[src/rtl/burst_pkg.sv]
// Shared types for the burst store-and-forward FIFO.
// Holds the FSM state enum used by burst_store_fwd_fifo. Size parameters
// stay local to each module.
package burst_pkg;

  typedef enum logic [0:0] {
    STORE       = 1'b0,
    CUT_THROUGH = 1'b1
  } burst_state_e;

endpackage

[src/rtl/decoupled_burst_intr.sv]
// Decoupled beat stream: valid/ready handshake plus a last-beat marker.
//   master: drives valid/last/data, samples ready
//   slave : samples valid/last/data, drives ready
interface decoupled_burst_intr #(
  parameter int DATA_WIDTH = 32
);
  logic                  valid;
  logic                  ready;
  logic                  last;
  logic [DATA_WIDTH-1:0] data;

  modport master (output valid, output last, output data, input ready);
  modport slave  (input valid, input last, input data, output ready);
endinterface

[src/rtl/burst_fifo_mem.sv]
// Storage array for the burst FIFO: DEPTH entries of WIDTH bits,
// one synchronous write port and one asynchronous read port.
// Ports:
//   clk   - write clock
//   we    - write enable
//   waddr - write address
//   wdata - write data
//   raddr - read address
//   rdata - read data (combinational from raddr)
// Contents are not reset; the FIFO pointers define what is valid.
module burst_fifo_mem #(
  parameter  int DEPTH = 16,
  parameter  int WIDTH = 33,
  localparam int AW    = $clog2(DEPTH)
) (
  input  logic             clk,
  input  logic             we,
  input  logic [AW-1:0]    waddr,
  input  logic [WIDTH-1:0] wdata,
  input  logic [AW-1:0]    raddr,
  output logic [WIDTH-1:0] rdata
);

  logic [WIDTH-1:0] mem_r [DEPTH];

  // Write port
  always_ff @(posedge clk) begin
    if (we) begin
      mem_r[waddr] <= wdata;
    end
  end

  assign rdata = mem_r[raddr];

endmodule

[src/rtl/burst_store_fwd_fifo.sv]
// Store-and-forward burst FIFO. Beats are buffered until the last beat of
// their burst is stored, then released. A burst larger than the buffer
// would deadlock, so when the buffer is full with no complete burst the
// FIFO switches to cut-through until that burst's last beat leaves.
// Ports:
//   clk, rst_n    - clock, synchronous active-low reset
//   in_burst      - beat stream in (slave)
//   out_burst     - beat stream out (master)
//   occupancy     - beats currently stored
//   bursts_stored - complete bursts held and not yet fully drained
//   cut_through   - high while forwarding an oversized burst
module burst_store_fwd_fifo
  import burst_pkg::*;
#(
  parameter  int DEPTH      = 16,
  parameter  int DATA_WIDTH = 32,
  localparam int CW         = $clog2(DEPTH + 1),
  localparam int AW         = $clog2(DEPTH)
) (
  input  logic                  clk,
  input  logic                  rst_n,
  decoupled_burst_intr.slave    in_burst,
  decoupled_burst_intr.master   out_burst,
  output logic [CW-1:0]         occupancy,
  output logic [CW-1:0]         bursts_stored,
  output logic                  cut_through
);

  logic [AW-1:0]       wr_ptr_r, rd_ptr_r;
  logic [CW-1:0]       occ_r, bursts_r;
  burst_state_e        state_r, state_s;
  logic                ct_open_r;
  logic                full_s, push_s, pop_s, out_valid_s;
  logic                push_last_s, pop_last_s, inc_s, dec_s;
  logic [DATA_WIDTH:0] rd_entry_s;

  burst_fifo_mem #(.DEPTH(DEPTH), .WIDTH(DATA_WIDTH + 1)) u_mem (
    .clk   (clk),
    .we    (push_s),
    .waddr (wr_ptr_r),
    .wdata ({in_burst.last, in_burst.data}),
    .raddr (rd_ptr_r),
    .rdata (rd_entry_s)
  );

  // ready depends only on the registered count, never on valid
  assign full_s         = (occ_r == CW'(DEPTH));
  assign in_burst.ready = !full_s;
  assign push_s         = in_burst.valid && !full_s;
  assign pop_s          = out_valid_s && out_burst.ready;
  assign push_last_s    = push_s && in_burst.last;
  assign pop_last_s     = pop_s && rd_entry_s[DATA_WIDTH];

  // The oversized burst that forced cut-through never counts as complete:
  // its last beat is neither counted on push nor uncounted on pop.
  assign inc_s = push_last_s && !((state_r == CUT_THROUGH) && ct_open_r);
  assign dec_s = pop_last_s && (state_r == STORE);

  assign out_burst.valid = out_valid_s;
  assign out_burst.last  = rd_entry_s[DATA_WIDTH];
  assign out_burst.data  = rd_entry_s[DATA_WIDTH-1:0];
  assign occupancy       = occ_r;
  assign bursts_stored   = bursts_r;
  assign cut_through     = (state_r == CUT_THROUGH);

  // FSM state register
  always_ff @(posedge clk) begin
    if (!rst_n) begin
      state_r <= STORE;
    end else begin
      state_r <= state_s;
    end
  end

  // FSM next-state logic
  always_comb begin
    state_s = state_r;
    case (state_r)
      STORE: begin
        if (full_s && (bursts_r == {CW{1'b0}})) state_s = CUT_THROUGH;
        else                                     state_s = STORE;
      end
      CUT_THROUGH: begin
        if (pop_last_s) state_s = STORE;
        else            state_s = CUT_THROUGH;
      end
      default: state_s = STORE;
    endcase
  end

  // FSM output logic: when a beat may leave the buffer
  always_comb begin
    out_valid_s = 1'b0;
    case (state_r)
      STORE:       out_valid_s = (bursts_r != {CW{1'b0}});
      CUT_THROUGH: out_valid_s = (occ_r != {CW{1'b0}});
      default:     out_valid_s = 1'b0;
    endcase
  end

  // Pointers, occupancy, complete-burst count and oversized-burst tracking
  always_ff @(posedge clk) begin
    if (!rst_n) begin
      wr_ptr_r  <= {AW{1'b0}};
      rd_ptr_r  <= {AW{1'b0}};
      occ_r     <= {CW{1'b0}};
      bursts_r  <= {CW{1'b0}};
      ct_open_r <= 1'b0;
    end else begin
      if (push_s) wr_ptr_r <= wr_ptr_r + AW'(1'b1);
      if (pop_s)  rd_ptr_r <= rd_ptr_r + AW'(1'b1);
      case ({push_s, pop_s})
        2'b10:   occ_r <= occ_r + CW'(1'b1);
        2'b01:   occ_r <= occ_r - CW'(1'b1);
        default: occ_r <= occ_r;
      endcase
      case ({inc_s, dec_s})
        2'b10:   bursts_r <= bursts_r + CW'(1'b1);
        2'b01:   bursts_r <= bursts_r - CW'(1'b1);
        default: bursts_r <= bursts_r;
      endcase
      // Open on entering cut-through; closes when the oversized burst's
      // last beat arrives, so later bursts are counted normally.
      if (state_r == STORE)  ct_open_r <= (state_s == CUT_THROUGH);
      else if (push_last_s)  ct_open_r <= 1'b0;
      else                   ct_open_r <= ct_open_r;
    end
  end

endmodule

[src/flat_wrapper.sv]
// flat-port wrapper written by rule: the top's interface ports become plain ports
module burst_store_fwd_fifo_flat import burst_pkg::*;
#(
  parameter  int DEPTH      = 16,
  parameter  int DATA_WIDTH = 32,
  localparam int CW         = $clog2(DEPTH + 1),
  localparam int AW         = $clog2(DEPTH)
)
  (clk, rst_n, occupancy, bursts_stored, cut_through, in_burst_valid, in_burst_last, in_burst_data, in_burst_ready, out_burst_valid, out_burst_last, out_burst_data, out_burst_ready);
  decoupled_burst_intr #(.DATA_WIDTH(DATA_WIDTH)) in_burst_i ();
  decoupled_burst_intr #(.DATA_WIDTH(DATA_WIDTH)) out_burst_i ();
  input  logic clk;
  input  logic rst_n;
  output logic [CW-1:0] occupancy;
  output logic [CW-1:0] bursts_stored;
  output logic cut_through;
  input wire logic [$bits(in_burst_i.valid)-1:0] in_burst_valid;
  input wire logic [$bits(in_burst_i.last)-1:0] in_burst_last;
  input wire logic [$bits(in_burst_i.data)-1:0] in_burst_data;
  output wire logic [$bits(in_burst_i.ready)-1:0] in_burst_ready;
  output wire logic [$bits(out_burst_i.valid)-1:0] out_burst_valid;
  output wire logic [$bits(out_burst_i.last)-1:0] out_burst_last;
  output wire logic [$bits(out_burst_i.data)-1:0] out_burst_data;
  input wire logic [$bits(out_burst_i.ready)-1:0] out_burst_ready;
  assign in_burst_i.valid = in_burst_valid;
  assign in_burst_i.last = in_burst_last;
  assign in_burst_i.data = in_burst_data;
  assign in_burst_ready = in_burst_i.ready;
  assign out_burst_valid = out_burst_i.valid;
  assign out_burst_last = out_burst_i.last;
  assign out_burst_data = out_burst_i.data;
  assign out_burst_i.ready = out_burst_ready;
  burst_store_fwd_fifo #(.DEPTH(DEPTH), .DATA_WIDTH(DATA_WIDTH)) u_core (.clk(clk), .rst_n(rst_n), .in_burst(in_burst_i), .out_burst(out_burst_i), .occupancy(occupancy), .bursts_stored(bursts_stored), .cut_through(cut_through));
endmodule
[config.mk]
export PLATFORM = sky130hd
export DESIGN_NAME = burst_store_fwd_fifo_flat
export DESIGN_NICKNAME = d
export VERILOG_FILES = /design/src/rtl/burst_pkg.sv /design/src/rtl/decoupled_burst_intr.sv /design/src/rtl/burst_fifo_mem.sv /design/src/rtl/burst_store_fwd_fifo.sv /design/src/flat_wrapper.sv
export SDC_FILE = /design/constraint.sdc
export NUM_CORES = 1
export LEC_CHECK = 0
export CAP_MARGIN = 20
export CORE_ASPECT_RATIO = 1.5
export CORE_UTILIZATION = 65
export CTS_BUF_LIST = sky130_fd_sc_hd__clkbuf_16
export DETAILED_ROUTE_END_ITERATION = 10
export GPL_TIMING_DRIVEN = 0
export PLACE_DENSITY = 0.84
export SKIP_LAST_GASP = 1
export SLEW_MARGIN = 20
export SYNTH_ARGS = -nofsm -noshare
export SYNTH_HDL_FRONTEND = slang
export SYNTH_SLANG_ARGS = --single-unit
[constraint.sdc]
create_clock -name clk -period 7.3 [get_ports clk]
set_clock_uncertainty 0.1 [all_clocks]
set_input_delay 1.46 -clock clk [delete_from_list [all_inputs] [get_ports clk]]
set_output_delay 1.46 -clock clk [all_outputs]
set_load 0.01 [all_outputs]
After elaboration in Yosys (flattened, before gate mapping)
Memories as Yosys holds them, arrays and structs flattened. A register that Yosys moved wholly into a read port is not among the register bits.
Cells that the tools add are included.
{"block": "totals", "register_bits": 20, "latch_bits": 0, "mem_bits_rw": 528, "mem_bits_ro": 0, "output_inout_bits": 46, "word_cells": 47, "n_memories": 1}
{"memory": "u_core.u_mem.mem_r", "depth": 16, "width": 33, "read_ports": 1, "rd_ports_with_merged_regs": 1, "write_ports": 1, "line_no": "burst_fifo_mem.sv:24", "source": "logic [WIDTH-1:0] mem_r [DEPTH];"}
{"block": "op_classes", "n_addsub": 6, "mul": 0, "div_mod_pow": 0, "n_lt_le_gt_ge": 0, "n_eq_ne": 6, "shifts": 0, "mux": 12, "bitwise": 1, "reduce_logical": 15}
{"cell": "case mux 5 bit (2 select lines)", "count": 2}
{"cell": "adder 5 x 1 -> 5 bit, second input constant", "count": 2}
{"cell": "nonzero test 5 bit", "count": 2}
{"cell": "subtractor 5 x 1 -> 5 bit, second input constant", "count": 2}
{"cell": "adder 4 x 1 -> 4 bit, second input constant", "count": 2}
{"cell": "logical AND 1 bit", "count": 8}
{"cell": "2-to-1 mux 4 bit", "count": 2}
{"cell": "2-to-1 mux 1 bit", "count": 6}
{"cell": "== test 5 bit, second input constant", "count": 1}
{"cell": "zero test 5 bit", "count": 1}
{"cell": "== test 2 x 1 -> 1 bit, second input constant", "count": 2}
{"cell": "== test 2 bit, second input constant", "count": 2}
{"cell": "case mux 1 bit (2 select lines)", "count": 2}
{"cell": "nonzero test 2 bit", "count": 2}
{"cell": "zero test 1 bit", "count": 2}
{"cell": "inequality test 2 bit, second input constant", "count": 1}
{"cell": "NOT 1 bit", "count": 1}

Longest topological paths before layout
{"block": "depth", "word_depth": 7, "ltp_mapped": 12, "mapped_depth_nobuf": 12}

Modules after synthesis
Synthesis repeated with hierarchy kept, for this count alone.
{"block": "hier_totals", "hier_cells": 962, "hier_area_um2": 21137.8}
{"module": "burst_fifo_mem", "instances": 1, "cells_each": 831, "area_each_um2": 19970.4, "seq_area_each_um2": 15855.2}
{"module": "burst_store_fwd_fifo", "instances": 1, "cells_each": 131, "area_each_um2": 1167.4, "seq_area_each_um2": 400.4}

Worst setup path after synthesis
Ideal clock, no wire load.
{"block": "synth_timing", "kind": "input to register", "startpoint": "input in_burst_valid", "endpoint": "memory u_core.u_mem.mem_r[3][0], enable pin", "setup_time_ns": 0.464, "arrival_ns": 4.257, "path_slack_ns": 2.479, "stages": 3, "n_path_buf": 0, "path_cell_list": "a21boi_2 > nand2_1 > nor3_1"}
{"block": "synth_via", "elab_chain_len": 3}
{"element": "start: declaration", "line_no": "flat_wrapper.sv:17", "source": "input wire logic [$bits(in_burst_i.valid)-1:0] in_burst_valid;"}
{"element": "logical AND 1 bit", "line_no": "burst_store_fwd_fifo.sv:49", "source": "assign push_s = in_burst.valid && !full_s;"}
{"element": "2-to-1 mux 1 bit", "line_no": "burst_fifo_mem.sv:28", "source": "if (we) begin"}
{"element": "2-to-1 mux 1 bit (implied by the code)", "line_no": "burst_fifo_mem.sv:29", "source": "mem_r[waddr] <= wdata;"}
{"element": "end: declaration", "line_no": "burst_fifo_mem.sv:24"}
Every way passes these cells.

==> results.cfg <==
[routing]
viasPerCell = 7.02
vias = 10500
first_iter_violations = 1359
route.detailed.drc = 0
wire_per_inst_um = 34.6
routed_wl_mm = 52.0
drt-pass1-iter-count = 5
antenna_left = 0

[finish]
layout-drive-gt1-share = 0.279
postLayoutCoreUtil = 0.770
nNetsFinal = 1107
diodes = 0
fillerInstances = 1519
syn_to_final_growth_pct = 16.4

[critical_path]
crit_buf_inv = 3
cp_slowest_cell = clkbuf_1
worstPathMaxFanout = 10
end_kind = output pin
required_ps = 5740
crit_family = buffers and inverters
crit_type = reg2out
cp_num_cells = 5
arrival_ps = 3730
cp-start-kind = flip-flop
crit_path_cell_trace = clkbuf_1, clkbuf_1, mux4_2, mux4_2, clkdlybuf4s50_1
max_stage_delay_ps = 830
r2r_cells = 11

[logic_synthesis]
ys_seq_area_frac = 0.774
yosys-top-cells-area = edfxtp_1 (75%), mux4_2 (18%), dfxtp_1 (2.3%), ha_1 (0.77%), buf_4 (0.43%)
synthesis.area_mm2 = 0.0211
synth-main-ff-cell = edfxtp_1
synth-edff-count = 528
synth_nets = 940
synth_top_cell_by_area = edfxtp_1
ys_seq_elements = 552
ys_warn_count = 0
synth_area_per_cell_um2 = 23.8
synthArstFlopShare = 0
ys_types = 35
netlist.area_leader.share = 0.751
netlist_instances = 888

[hold_path]
hold_class = reg2reg
hold_depth = 2

[placement]
place_congestion = 0.724
dp_hpwl_mm = 29.9
port_buffers = 82

[die]
io_pins = 83
die-area_mm2 = 0.0332
dieWidth_um = 149
rows = 80
initial_utilization = 0.661
die_y_um = 223
core_region_area_mm2 = 0.0319

[global_route]
grt_max_degree = 21
grt_pass1_vias = 11100
grt_usage = 0.333
overflow = 0
grt_pass1_wl_mm = 75.4
antenna_found_initial = 0

[power_and_ir_drop]
swShare = 0.246
pwr-share-comb = 0.195
peakVddDrop_uv = 335
internal_power_mw = 5.68
p_leak_nw = 7.69
switchingPower_mw = 1.86
finalPower_mw = 7.54
p_per_area_mw_per_mm2 = 307
clock_power_share = 0.328
pwr-share-seq = 0.478

[cts]
cts.clk_slew.worst_paths_ps = 70
clock_sinks = 552
cts_tree = yes
numCtsBuffers = 48
clock_path_buffers = 3
ctsHoldBuffers = 0
cts_htree_levels = 2
clock_latency_ps = 560
cts_root_buf = clkbuf_16
cts_resized = 0
postCtsSetupBuffers = 0

[run]
drv_cap = 0

[timing]
final-setup-viol-count = 0
slew_headroom = 0.311
rsz0062_at_grt = no
slew_violations = 0
timing.final.crit_share = 0.724
max_freq_mhz = 189
tightest_slew_ps = 1030
hold_violations = 0
min_period_ps = 5290

[status]
outcome = finished, final reports clean
==> Yosys cell counts, types with 4 or more instances <==
cell	n
o21ai_0	8
dfxtp_1	24
edfxtp_1	528
nor2_1	15
inv_1	7
buf_4	12
ha_1	13
and2_1	14
nand2_1	18
a21oi_1	8
nor3_1	4
xor2_1	5
xnor2_1	8
nor2b_1	4
clkbuf_1	16
buf_1	10
mux4_2	165
==> final timing paths <==
kind                            from                 endpoint  slack [ps]
max                        flip-flop        out_burst_data[2]        2010
max reg2reg                flip-flop  u_core.bursts_stored[4]        3410
min reg2reg  u_core.bursts_stored[4]  u_core.bursts_stored[4]         400
min          u_core.bursts_stored[4]  u_core.bursts_stored[4]         400
==> power by group through the flow <==
stage                     logic (mW)  clock network [mW]  registers (mW)
after floorplan                0.925                   0            3.66
after global placement          1.38                   0            3.67
after detailed placement        1.45                   0            3.66
after CTS                       1.49                2.49            3.60
after global routing            1.55                2.59            3.61
final                           1.47                2.47            3.60
==> stage by stage <==
| step | hold slack (ps) | worst slack (ps) | setup TNS [ps] | cells | instance area [um2] |
|---|---|---|---|---|---|
| floorplan | 380 | 2480 | 0 | 888 | 21100 |
| global placement | 380 | -932 | -118650 | 1380 | 22400 |
| detailed placement | 390 | 2690 | 0 | 1415 | 23100 |
| CTS | 404 | 2030 | 0 | 1502 | 24600 |
| global route | 424 | 2000 | 0 | 1502 | 24600 |
| finish | 402 | 2010 | 0 | 1502 | 24600 |
==> final cells by class <==
class / instances / area (um2) / area share
Tap cell: 410 / 513 / 0.0209
Multi-Input combinational cell: 286 / 4650 / 0.189
Clock buffer: 49 / 1230 / 0.0499
Inverter: 8 / 30.0 / 0.00122
Clock inverter: 38 / 274 / 0.0111
Sequential cell: 552 / 16300 / 0.665
Timing Repair Buffer: 117 / 1340 / 0.0544
Buffer: 42 / 218 / 0.00886
==> worst reg2reg max path: stages, from the launching register on <==
cell     delay [ps]
dfxtp_1         340
buf_1           560
mux4_2          440
mux4_2          530
nor3b_1         180
ha_1            250
ha_1            340
nor2b_1         150
o21ai_0         210
a21oi_1         100
or3b_2          460
mux2i_1         130
==> layout by cell type (no fill, tap or decap), types with 8 or more instances in the layout <==
| master | n |
|---|---|
| ha_1 | 13 |
| edfxtp_1 | 528 |
| mux4_2 | 165 |
| clkbuf_16 | 49 |
| buf_16 | 10 |
| clkinv_1 | 11 |
| inv_1 | 17 |
| xnor2_1 | 8 |
| dfxtp_1 | 24 |
| buf_4 | 32 |
| nand2_1 | 18 |
| and2_1 | 14 |
| clkinv_2 | 10 |
| clkbuf_1 | 16 |
| o21ai_0 | 8 |
| clkdlybuf4s50_1 | 82 |
| nor2_4 | 12 |
| a21oi_1 | 8 |
==> state kept, by name, summed over array words and instances (netlist names), named ones only <==
name / cells
u_core.u_mem.mem_r: 528
u_core.bursts_stored: 5
u_core.occupancy: 5
u_core.rd_ptr_r: 4
u_core.wr_ptr_r: 4
u_core.ct_open_r: 1
u_core.cut_through: 1
==> cells by family (layout without fill, tap and decap cells) <==
group,count (synthesis),count (layout),synth area share
multiplexers,167,167,0.177
flip-flops,552,552,0.774
AO/OA/AOI/OAI,24,24,0.00681
buffers and inverters,50,254,0.0116
XOR/XNOR,13,13,0.00539
adder cells (fa/ha/maj),15,15,0.00960
AND/OR/NAND/NOR,67,67,0.0161
==> metal layers <==
layer / part of all wire / global-route usage / wire, um
met5: 0 / 0 / 0
met3: 0.092 / 0.0581 / 4790
met2: 0.52 / 0.551 / 27000
met4: 0.049 / 0.159 / 2550
met1: 0.34 / 0.431 / 17700
Power figures use the tool's default switching activity.
